--- src/rtl/intersection_pkg.sv ---
// Shared light encodings, scheduler states and served-type tags for the
// intersection request scheduler.
package intersection_pkg;

  localparam logic [1:0] LIGHT_RED    = 2'b00;
  localparam logic [1:0] LIGHT_YELLOW = 2'b01;
  localparam logic [1:0] LIGHT_GREEN  = 2'b10;

  typedef enum logic [1:0] {
    IDLE,
    DWELL,
    GRANT_SIDE,
    GRANT_WALK
  } state_e;

  typedef enum logic {
    SIDE = 1'b0,
    WALK = 1'b1
  } served_e;

  // 2'b11 is an illegal encoding and counts as red.
  function automatic logic light_lit(input logic [1:0] light);
    return (light == LIGHT_YELLOW) || (light == LIGHT_GREEN);
  endfunction

endpackage

--- src/rtl/sync_2ff.sv ---
// Single-bit two-flop synchronizer for asynchronous level inputs.
module sync_2ff (
  input  logic clk,
  input  logic reset,
  input  logic d_i,
  output logic q_o
);

  logic meta_q;
  logic sync_q;

  always_ff @(posedge clk or negedge reset) begin
    if (!reset) begin
      meta_q <= 1'b0;
      sync_q <= 1'b0;
    end else begin
      meta_q <= d_i;
      sync_q <= meta_q;
    end
  end

  assign q_o = sync_q;

endmodule

--- src/rtl/intersection_request_scheduler.sv ---
// Latches side-road and pedestrian requests, enforces a minimum main-road green
// dwell, arbitrates fairly and hands requests to the phase engine until acknowledged.
module intersection_request_scheduler
  import intersection_pkg::*;
#(
  parameter int unsigned MIN_MAIN_GREEN = 20,
  parameter int unsigned ACK_TIMEOUT    = 64,
  parameter int unsigned CNT_W          = 8
) (
  input  logic       clk,
  input  logic       reset,
  input  logic       sensor_raw,
  input  logic       walk_raw,
  input  logic [1:0] main_light,
  input  logic [1:0] side_light,
  input  logic       walk_light,
  output logic       sensor_req,
  output logic       walk_req,
  output logic       side_pending,
  output logic       walk_pending,
  output logic       busy,
  output logic       fault
);

  localparam logic [CNT_W-1:0] MinCnt  = CNT_W'(MIN_MAIN_GREEN);
  localparam logic [CNT_W-1:0] AckLast = CNT_W'(ACK_TIMEOUT - 1);
  localparam logic [CNT_W-1:0] CntOne  = CNT_W'(1);

  logic sensor_s;
  logic walk_s;
  logic walk_s_q;
  logic walk_rise_q;

  state_e           state_q;
  logic [CNT_W-1:0] cnt_q;
  logic             sensor_req_q;
  logic             walk_req_q;
  logic             side_pend_q;
  logic             walk_pend_q;
  logic             fault_q;
  served_e          last_q;

  logic main_green;
  logic side_ack;
  logic walk_ack;
  logic side_clr;
  logic walk_clr;

  sync_2ff u_sync_sensor (
    .clk   (clk),
    .reset (reset),
    .d_i   (sensor_raw),
    .q_o   (sensor_s)
  );

  sync_2ff u_sync_walk (
    .clk   (clk),
    .reset (reset),
    .d_i   (walk_raw),
    .q_o   (walk_s)
  );

  assign main_green = (main_light == LIGHT_GREEN);
  assign side_ack   = light_lit(side_light);
  assign walk_ack   = walk_light;
  assign side_clr   = (state_q == GRANT_SIDE) && side_ack;
  assign walk_clr   = (state_q == GRANT_WALK) && walk_ack;

  always_ff @(posedge clk or negedge reset) begin
    if (!reset) begin
      walk_s_q     <= 1'b0;
      walk_rise_q  <= 1'b0;
      state_q      <= IDLE;
      cnt_q        <= '0;
      sensor_req_q <= 1'b0;
      walk_req_q   <= 1'b0;
      side_pend_q  <= 1'b0;
      walk_pend_q  <= 1'b0;
      fault_q      <= 1'b0;
      last_q       <= SIDE;
    end else begin
      walk_s_q    <= walk_s;
      walk_rise_q <= walk_s & ~walk_s_q;
      // A new request arriving on the acknowledge cycle must not be lost.
      side_pend_q <= sensor_s | (side_pend_q & ~side_clr);
      walk_pend_q <= walk_rise_q | (walk_pend_q & ~walk_clr);

      case (state_q)
        IDLE: begin
          cnt_q <= '0;
          if (main_green) state_q <= DWELL;
        end
        DWELL: begin
          if (!main_green) begin
            state_q <= IDLE;
            cnt_q   <= '0;
          end else if ((cnt_q == MinCnt) && (side_pend_q || walk_pend_q)) begin
            cnt_q <= '0;
            if (side_pend_q && (!walk_pend_q || (last_q == WALK))) begin
              state_q      <= GRANT_SIDE;
              sensor_req_q <= 1'b1;
            end else begin
              state_q    <= GRANT_WALK;
              walk_req_q <= 1'b1;
            end
          end else if (cnt_q < MinCnt) begin
            cnt_q <= cnt_q + CntOne;
          end
        end
        GRANT_SIDE: begin
          if (side_ack) begin
            sensor_req_q <= 1'b0;
            last_q       <= SIDE;
            state_q      <= IDLE;
            cnt_q        <= '0;
          end else if (cnt_q == AckLast) begin
            // Abandon the grant but keep the request pending for another try.
            sensor_req_q <= 1'b0;
            fault_q      <= 1'b1;
            state_q      <= IDLE;
            cnt_q        <= '0;
          end else begin
            cnt_q <= cnt_q + CntOne;
          end
        end
        GRANT_WALK: begin
          if (walk_ack) begin
            walk_req_q <= 1'b0;
            last_q     <= WALK;
            state_q    <= IDLE;
            cnt_q      <= '0;
          end else if (cnt_q == AckLast) begin
            walk_req_q <= 1'b0;
            fault_q    <= 1'b1;
            state_q    <= IDLE;
            cnt_q      <= '0;
          end else begin
            cnt_q <= cnt_q + CntOne;
          end
        end
        default: begin
          state_q <= IDLE;
          cnt_q   <= '0;
        end
      endcase
    end
  end

  assign sensor_req   = sensor_req_q;
  assign walk_req     = walk_req_q;
  assign side_pending = side_pend_q;
  assign walk_pending = walk_pend_q;
  assign busy         = (state_q == GRANT_SIDE) || (state_q == GRANT_WALK);
  assign fault        = fault_q;

endmodule
--- config.mk ---
export PLATFORM = sky130hd
export DESIGN_NAME = intersection_request_scheduler
export DESIGN_NICKNAME = d
export VERILOG_FILES = /design/src/rtl/intersection_pkg.sv /design/src/rtl/sync_2ff.sv /design/src/rtl/intersection_request_scheduler.sv
export SDC_FILE = /design/constraint.sdc
export NUM_CORES = 1
export LEC_CHECK = 0
export ABC_AREA = 1
export BUFFER_PORTS_ARGS = -buffer_cell sky130_fd_sc_hd__buf_2
export CAP_MARGIN = 20
export CORE_UTILIZATION = 35
export CTS_BUF_LIST = sky130_fd_sc_hd__clkbuf_4 sky130_fd_sc_hd__clkbuf_8
export CTS_CLUSTER_SIZE = 25
export DETAILED_ROUTE_END_ITERATION = 16
export PLACE_DENSITY = 0.57
export SYNTH_ARGS = -nofsm -noshare
export SYNTH_HDL_FRONTEND = slang
export SYNTH_SLANG_ARGS = --single-unit
--- constraint.sdc ---
create_clock -name clk -period 1.5 [get_ports clk]
set_input_delay 0.3 -clock clk [delete_from_list [all_inputs] [get_ports clk]]
set_output_delay 0.3 -clock clk [all_outputs]
set_load 0.05 [all_outputs]
=== Word level (Yosys, flattened, before mapping) ===
Index checks and enable logic that the tools add are counted.

* Bits in registers: 22
* Input port bits: 9
* Output and inout port bits: 6
* Word-level logic and storage cells: 96

* Add/subtract/negate cells: 1
* Magnitude comparators: 1
* Equal/unequal tests: 21
* Mux-type cells: 33
* Bitwise operators: 8
* Reduce and logical (&&, ||, !) cells: 18

{| class="wikitable"
|+ Operator list
! operator !! count
|-
| 8-bit two-way mux || 6
|-
| 8-bit one-hot mux with 4 select lines || 1
|-
| 2-bit != test, second input constant || 9
|-
| 1-bit two-way mux || 15
|-
| 2-bit two-way mux || 6
|-
| 5-bit AND reduction || 2
|-
| 8-bit by 1-bit adder with 8-bit output, second input constant || 1
|-
| 2-bit == test, second input constant || 4
|-
| 8-bit by 5-bit == test with 1-bit output, second input constant || 1
|-
| 8-bit by 6-bit == test with 1-bit output, second input constant || 1
|-
| 8-bit by 5-bit less-than comparator with 1-bit output, second input constant || 1
|-
| 1-bit one-hot mux with 2 select lines || 4
|-
| 2-bit one-hot mux with 4 select lines || 1
|-
| 3-bit != test, second input constant || 2
|-
| 3-bit AND reduction || 2
|-
| 2-bit nonzero test || 3
|-
| 2-bit by 1-bit == test with 1-bit output, second input constant || 2
|-
| 1-bit logical AND || 4
|-
| 1-bit logical OR || 4
|-
| 4-bit != test, second input constant || 1
|-
| 1-bit bitwise AND || 3
|-
| 3-bit by 2-bit != test with 1-bit output, second input constant || 1
|-
| 1-bit inverter || 3
|-
| 2-bit logical NOT || 1
|-
| 3 further kinds || 4
|}

=== Depth between registers and ports, before layout ===
* Word-level depth: 7
* Mapped depth: 11
* Gate-level depth less buffers: 11

=== Cells and area by module ===
Synthesis repeated with hierarchy kept, for this count alone.

* Cell total of the unflattened synthesis: 164
* Area total of the unflattened synthesis: 1336.3 sq um

{| class="wikitable"
|+ Modules (own cells, without submodules)
! module !! instances !! cells an instance !! area an instance (sq um) !! seq. area each (sq um)
|-
| intersection_request_scheduler || 1 || 160 || 1236.2 || 450.4
|-
| sync_2ff || 2 || 2 || 50.0 || 50.0
|}

=== Least setup slack after synthesis ===
No wires, ideal clock.

* Path type: flip-flop to flip-flop
* Start: register walk_pend_q, in the netlist walk_pending
* End: register cnt_q[6]
* Setup time: 0.121 ns
* Arrival: 1.411 ns
* Required time: 1.379 ns
* Slack: -0.032 ns
* Cell stages (with the launch flop): 9
* Path buffers: 1
* Clock period less this slack: 1.532 ns
* Cell sequence: dfrtp_1 > nor2_1 > nor2_1 > nand3_4 > nand3_4 > buf_8 > nand3_1 > nand2_1 > nor2_1

* Cells in the longest elaborated chain, start to end: 5
* Elaborated cells between the ends (all ways): 6
* Classes of those cells: eq/ne: 1; mux: 3; reduce/logical: 2

{| class="wikitable"
|+ Ends and longest elaborated chain
! item !! RTL line !! text
|-
| from (decl) || intersection_request_scheduler.sv:39 || <nowiki>logic walk_pend_q;</nowiki>
|-
| from (signal assigned) || intersection_request_scheduler.sv:86 || <nowiki>walk_pend_q <= walk_rise_q | (walk_pend_q & ~walk_clr);</nowiki>
|-
| 1-bit logical OR (*) || intersection_request_scheduler.sv:97 || <nowiki>end else if ((cnt_q == MinCnt) && (side_pend_q || walk_pend_q)) begin</nowiki>
|-
| 1-bit logical AND (*) || intersection_request_scheduler.sv:97 ||
|-
| 8-bit two-way mux || intersection_request_scheduler.sv:97 ||
|-
| 8-bit two-way mux || intersection_request_scheduler.sv:94 || <nowiki>if (!main_green) begin</nowiki>
|-
| 8-bit one-hot mux with 4 select lines || intersection_request_scheduler.sv:88 || <nowiki>case (state_q)</nowiki>
|-
| to (signal assigned) || intersection_request_scheduler.sv:107 || <nowiki>cnt_q <= cnt_q + CntOne;</nowiki>
|-
| to (signal assigned) || intersection_request_scheduler.sv:123 || <nowiki>cnt_q <= cnt_q + CntOne;</nowiki>
|-
| to (signal assigned) || intersection_request_scheduler.sv:138 || <nowiki>cnt_q <= cnt_q + CntOne;</nowiki>
|-
| to (decl) || intersection_request_scheduler.sv:35 || <nowiki>logic [CNT_W-1:0] cnt_q;</nowiki>
|}

Every way passes the cells marked *; elsewhere a longest branch is shown, timed or not.
A chain may end at the register's enable or synchronous reset.

=== Worst setup path after layout ===
* Start: register state_q[1]
* End: output busy

* Cells in the longest elaborated chain, start to end: 2
* Elaborated cells between the ends (all ways): 3
* Classes of those cells: eq/ne: 2; reduce/logical: 1

{| class="wikitable"
|+ Ends and longest elaborated chain
! item !! RTL line !! text
|-
| from (decl) || intersection_request_scheduler.sv:34 || <nowiki>state_e state_q;</nowiki>
|-
| from (signal assigned) || intersection_request_scheduler.sv:73 || <nowiki>state_q <= IDLE;</nowiki>
|-
| from (signal assigned) || intersection_request_scheduler.sv:91 || <nowiki>if (main_green) state_q <= DWELL;</nowiki>
|-
| from (signal assigned) || intersection_request_scheduler.sv:95 || <nowiki>state_q <= IDLE;</nowiki>
|-
| 2-bit == test || intersection_request_scheduler.sv:153 || <nowiki>assign busy = (state_q == GRANT_SIDE) || (state_q == GRANT_WALK);</nowiki>
|-
| 1-bit logical OR (*) || intersection_request_scheduler.sv:153 ||
|-
| to (decl) || intersection_request_scheduler.sv:21 || <nowiki>output logic busy,</nowiki>
|}

Marks and branches as above.

==> results_dict.tcl <==
set metrics [dict create \
    avgViaCountPerCell 4.681 \
    clk_pin_slew_ns 0.08 \
    fmaxAchievable_mhz 654.5 \
    dieHeight_um 63.33 \
    hold_path_class "in -> async" \
    hold_violations 22 \
    synth_warnings 0 \
    yosysTopAreaCell "dfrtp_1" \
    finish.utilization_pct 49.75 \
    syn_to_final_growth_pct 31.08 \
    dr_total_vias 1114 \
    die_area_um2 4010 \
    crit_type "reg -> out" \
    grt-ovfl-total 0 \
    layout-drive-gt1-share_pct 40.10 \
    die_width_um 63.33 \
    cp.arrival_ns 1.23 \
    drt_iter0_drc 54 \
    drc_errors 0 \
    stdcell_count 238 \
    place_congestion 0.8414 \
    clock_latency_ns 0.27 \
    grt_max_degree 23 \
    violations "negative hold slack, negative setup slack" \
    io_buffers 14 \
    h-tree-depth 1 \
    powerDensity_nw_per_um2 1031 \
    crit_required_ns 1.20 \
    cts_buffers 3 \
    core_area_um2 3468 \
    skew_ns 0.001134 \
    synth_most_common_cell "nand2_1" \
    synthesis.area_um2 1316 \
    slew_headroom_pct 65.88 \
    clockBufferDepth 2 \
    ir_drop_uv 569.8 \
    clockRootBuffer "clkbuf_8" \
    slew_violations 0 \
    ios 15 \
    cts_tree "done" \
    diodes 0 \
    yosysSeqAreaShare_pct 41.83 \
    grt_pass1_wl_mm 4.767 \
    grtUsageTotal_pct 15.54 \
    placed_cells 225 \
    fp-row-count 21 \
    maxCapViolations 0 \
    initial_utilization_pct 37.95 \
    setup_tns_ns -0.02798 \
    synthCells 161 \
    cp-start-kind "flop" \
    syn_avg_cell_area_um2 8.176 \
    period_share_pct 101.9 \
    grt_pass1_vias 1100 \
    finalCriticalPeriod_ns 1.528 \
    endpoint_kind "primary output" \
    routed_wl_mm 2.823 \
    hold_slack_ns -0.007467 \
    syn_nets 177 \
    p_leak_nw 0.8575 \
    cp_max_fo 4 \
    synth_top_area_share_pct 41.83 \
    dpl.hpwl_mm 1.960 \
    wire_per_inst_um 11.86 \
    tightest_slew_ns 0.5118 \
    antenna_left 0 \
    synth_edf_count 0 \
    rsz0062_at_grt "yes" \
    dp_worst_setup_slack_ns -0.01919 \
    antenna_found_initial 0 \
    outcome "finished, violations left" \
    cts_sinks 22 \
    synthArstFlopShare_pct 100.0 \
    synth_cell_types 25 \
    cts_hold_buf 0 \
    firstDrtPassIters 4 \
    synth-main-ff-cell "dfrtp_1" \
    setup_viol 1 \
    layout_setup_ws_ns -0.02798 \
    yosys-top-cells-count "nand2_1, inv_1, dfrtp_1" \
    synth_area_leaders "dfrtp_1, nand2_1, inv_1" \
    yosys_register_bits 22 \
    fin_nets 209 \
]
==> critical path: stages, from the launching register on <==
cell and delay [ns]:
dfrtp_2 0.46, ha_4 0.20, nor2_4 0.11, inv_2 0.05, buf_6 0.14
==> placed cells by master, fill, tap and decap left out, drive strengths merged <==
| master | count |
|---|---|
| a21o | 2 |
| a21oi | 2 |
| buf | 27 |
| bufinv | 1 |
| clkbuf | 3 |
| dfrtp | 22 |
| ha | 7 |
| inv | 30 |
| nand2 | 45 |
| nand3 | 17 |
| nand3b | 1 |
| nand4 | 5 |
| nor2 | 17 |
| nor3 | 1 |
| o21ai | 10 |
| o21bai | 2 |
==> registers in the layout, indices dropped and copies added, names as in the netlist <==
signal                flops
u_sync_sensor.q_o         1
walk_s_q                  1
last_q                    1
cnt_q                     8
state_q                   2
fault                     1
walk_pending              1
sensor_req                1
u_sync_walk.q_o           1
walk_rise_q               1
walk_req                  1
side_pending              1
u_sync_sensor.meta_q      1
u_sync_walk.meta_q        1
==> kinds of logic after synthesis <==
logic type | Yosys count | share of synthesized area [%]
AND/OR/NAND/NOR | 85 | 33.84
buffers and inverters | 31 | 9.696
flip-flops | 22 | 41.83
AO/OA/AOI/OAI | 16 | 7.984
adder cells (fa/ha/maj) | 7 | 6.654
==> routing by layer <==
layer	vias up	global-route usage [%]	wire [µm]
li1	575	-	-
met1	518	18.89	1310
met2	16	25.40	1380
met3	5	4.348	94
met4	0	6.818	37
met5	-	0	0
==> stage by stage <==
step / total power [mW] / instance area [µm²]
6_report: 1.778 / 1725
5_1_grt: 1.876 / 1725
4_1_cts: 1.739 / 1642
3_3_place_gp: 1.096 / 1469
2_1_floorplan: 0.9792 / 1319
3_5_place_dp: 1.109 / 1469
==> final cells by class <==
cell class	count	area [µm²]
Fill cell	343	1743
Multi-Input combinational cell	109	739.5
Sequential cell	22	555.5
Timing Repair Buffer	27	188.9
Inverter	30	112.6
Tap cell	46	57.56
Clock buffer	3	41.29
Clock inverter	1	30.03
==> where the power goes <==
| group | total, mW | internal (mW) | switching (mW) | leakage (nW) |
|---|---|---|---|---|
| clock network | 0.564 | 0.357 | 0.207 | 0.0357 |
| logic | 0.544 | 0.211 | 0.333 | 0.545 |
| registers | 0.670 | 0.636 | 0.0341 | 0.276 |
==> worst paths after layout <==
check	startpoint	end	slack (ns)	cells past startpoint
setup / recovery	state_q[1]	busy	-0.03	4
min in group clk	walk_raw	u_sync_walk.meta_q	0.13	1
hold / removal	reset	sensor_req	-0.007	1
max in group asynchronous	reset	side_pending	1.14	1
hold reg to reg	u_sync_sensor.meta_q	u_sync_sensor.q_o	0.35	0
setup reg to reg	state_q[1]	sensor_req	0.02	8
==> timing repair <==
item,CTS,global route
buffers inserted,4,4
pin swaps,11,13
gates cloned,1,0
endpoints found under the setup margin,6,13
resized for setup,19,17
Power figures use the tool's default switching activity.
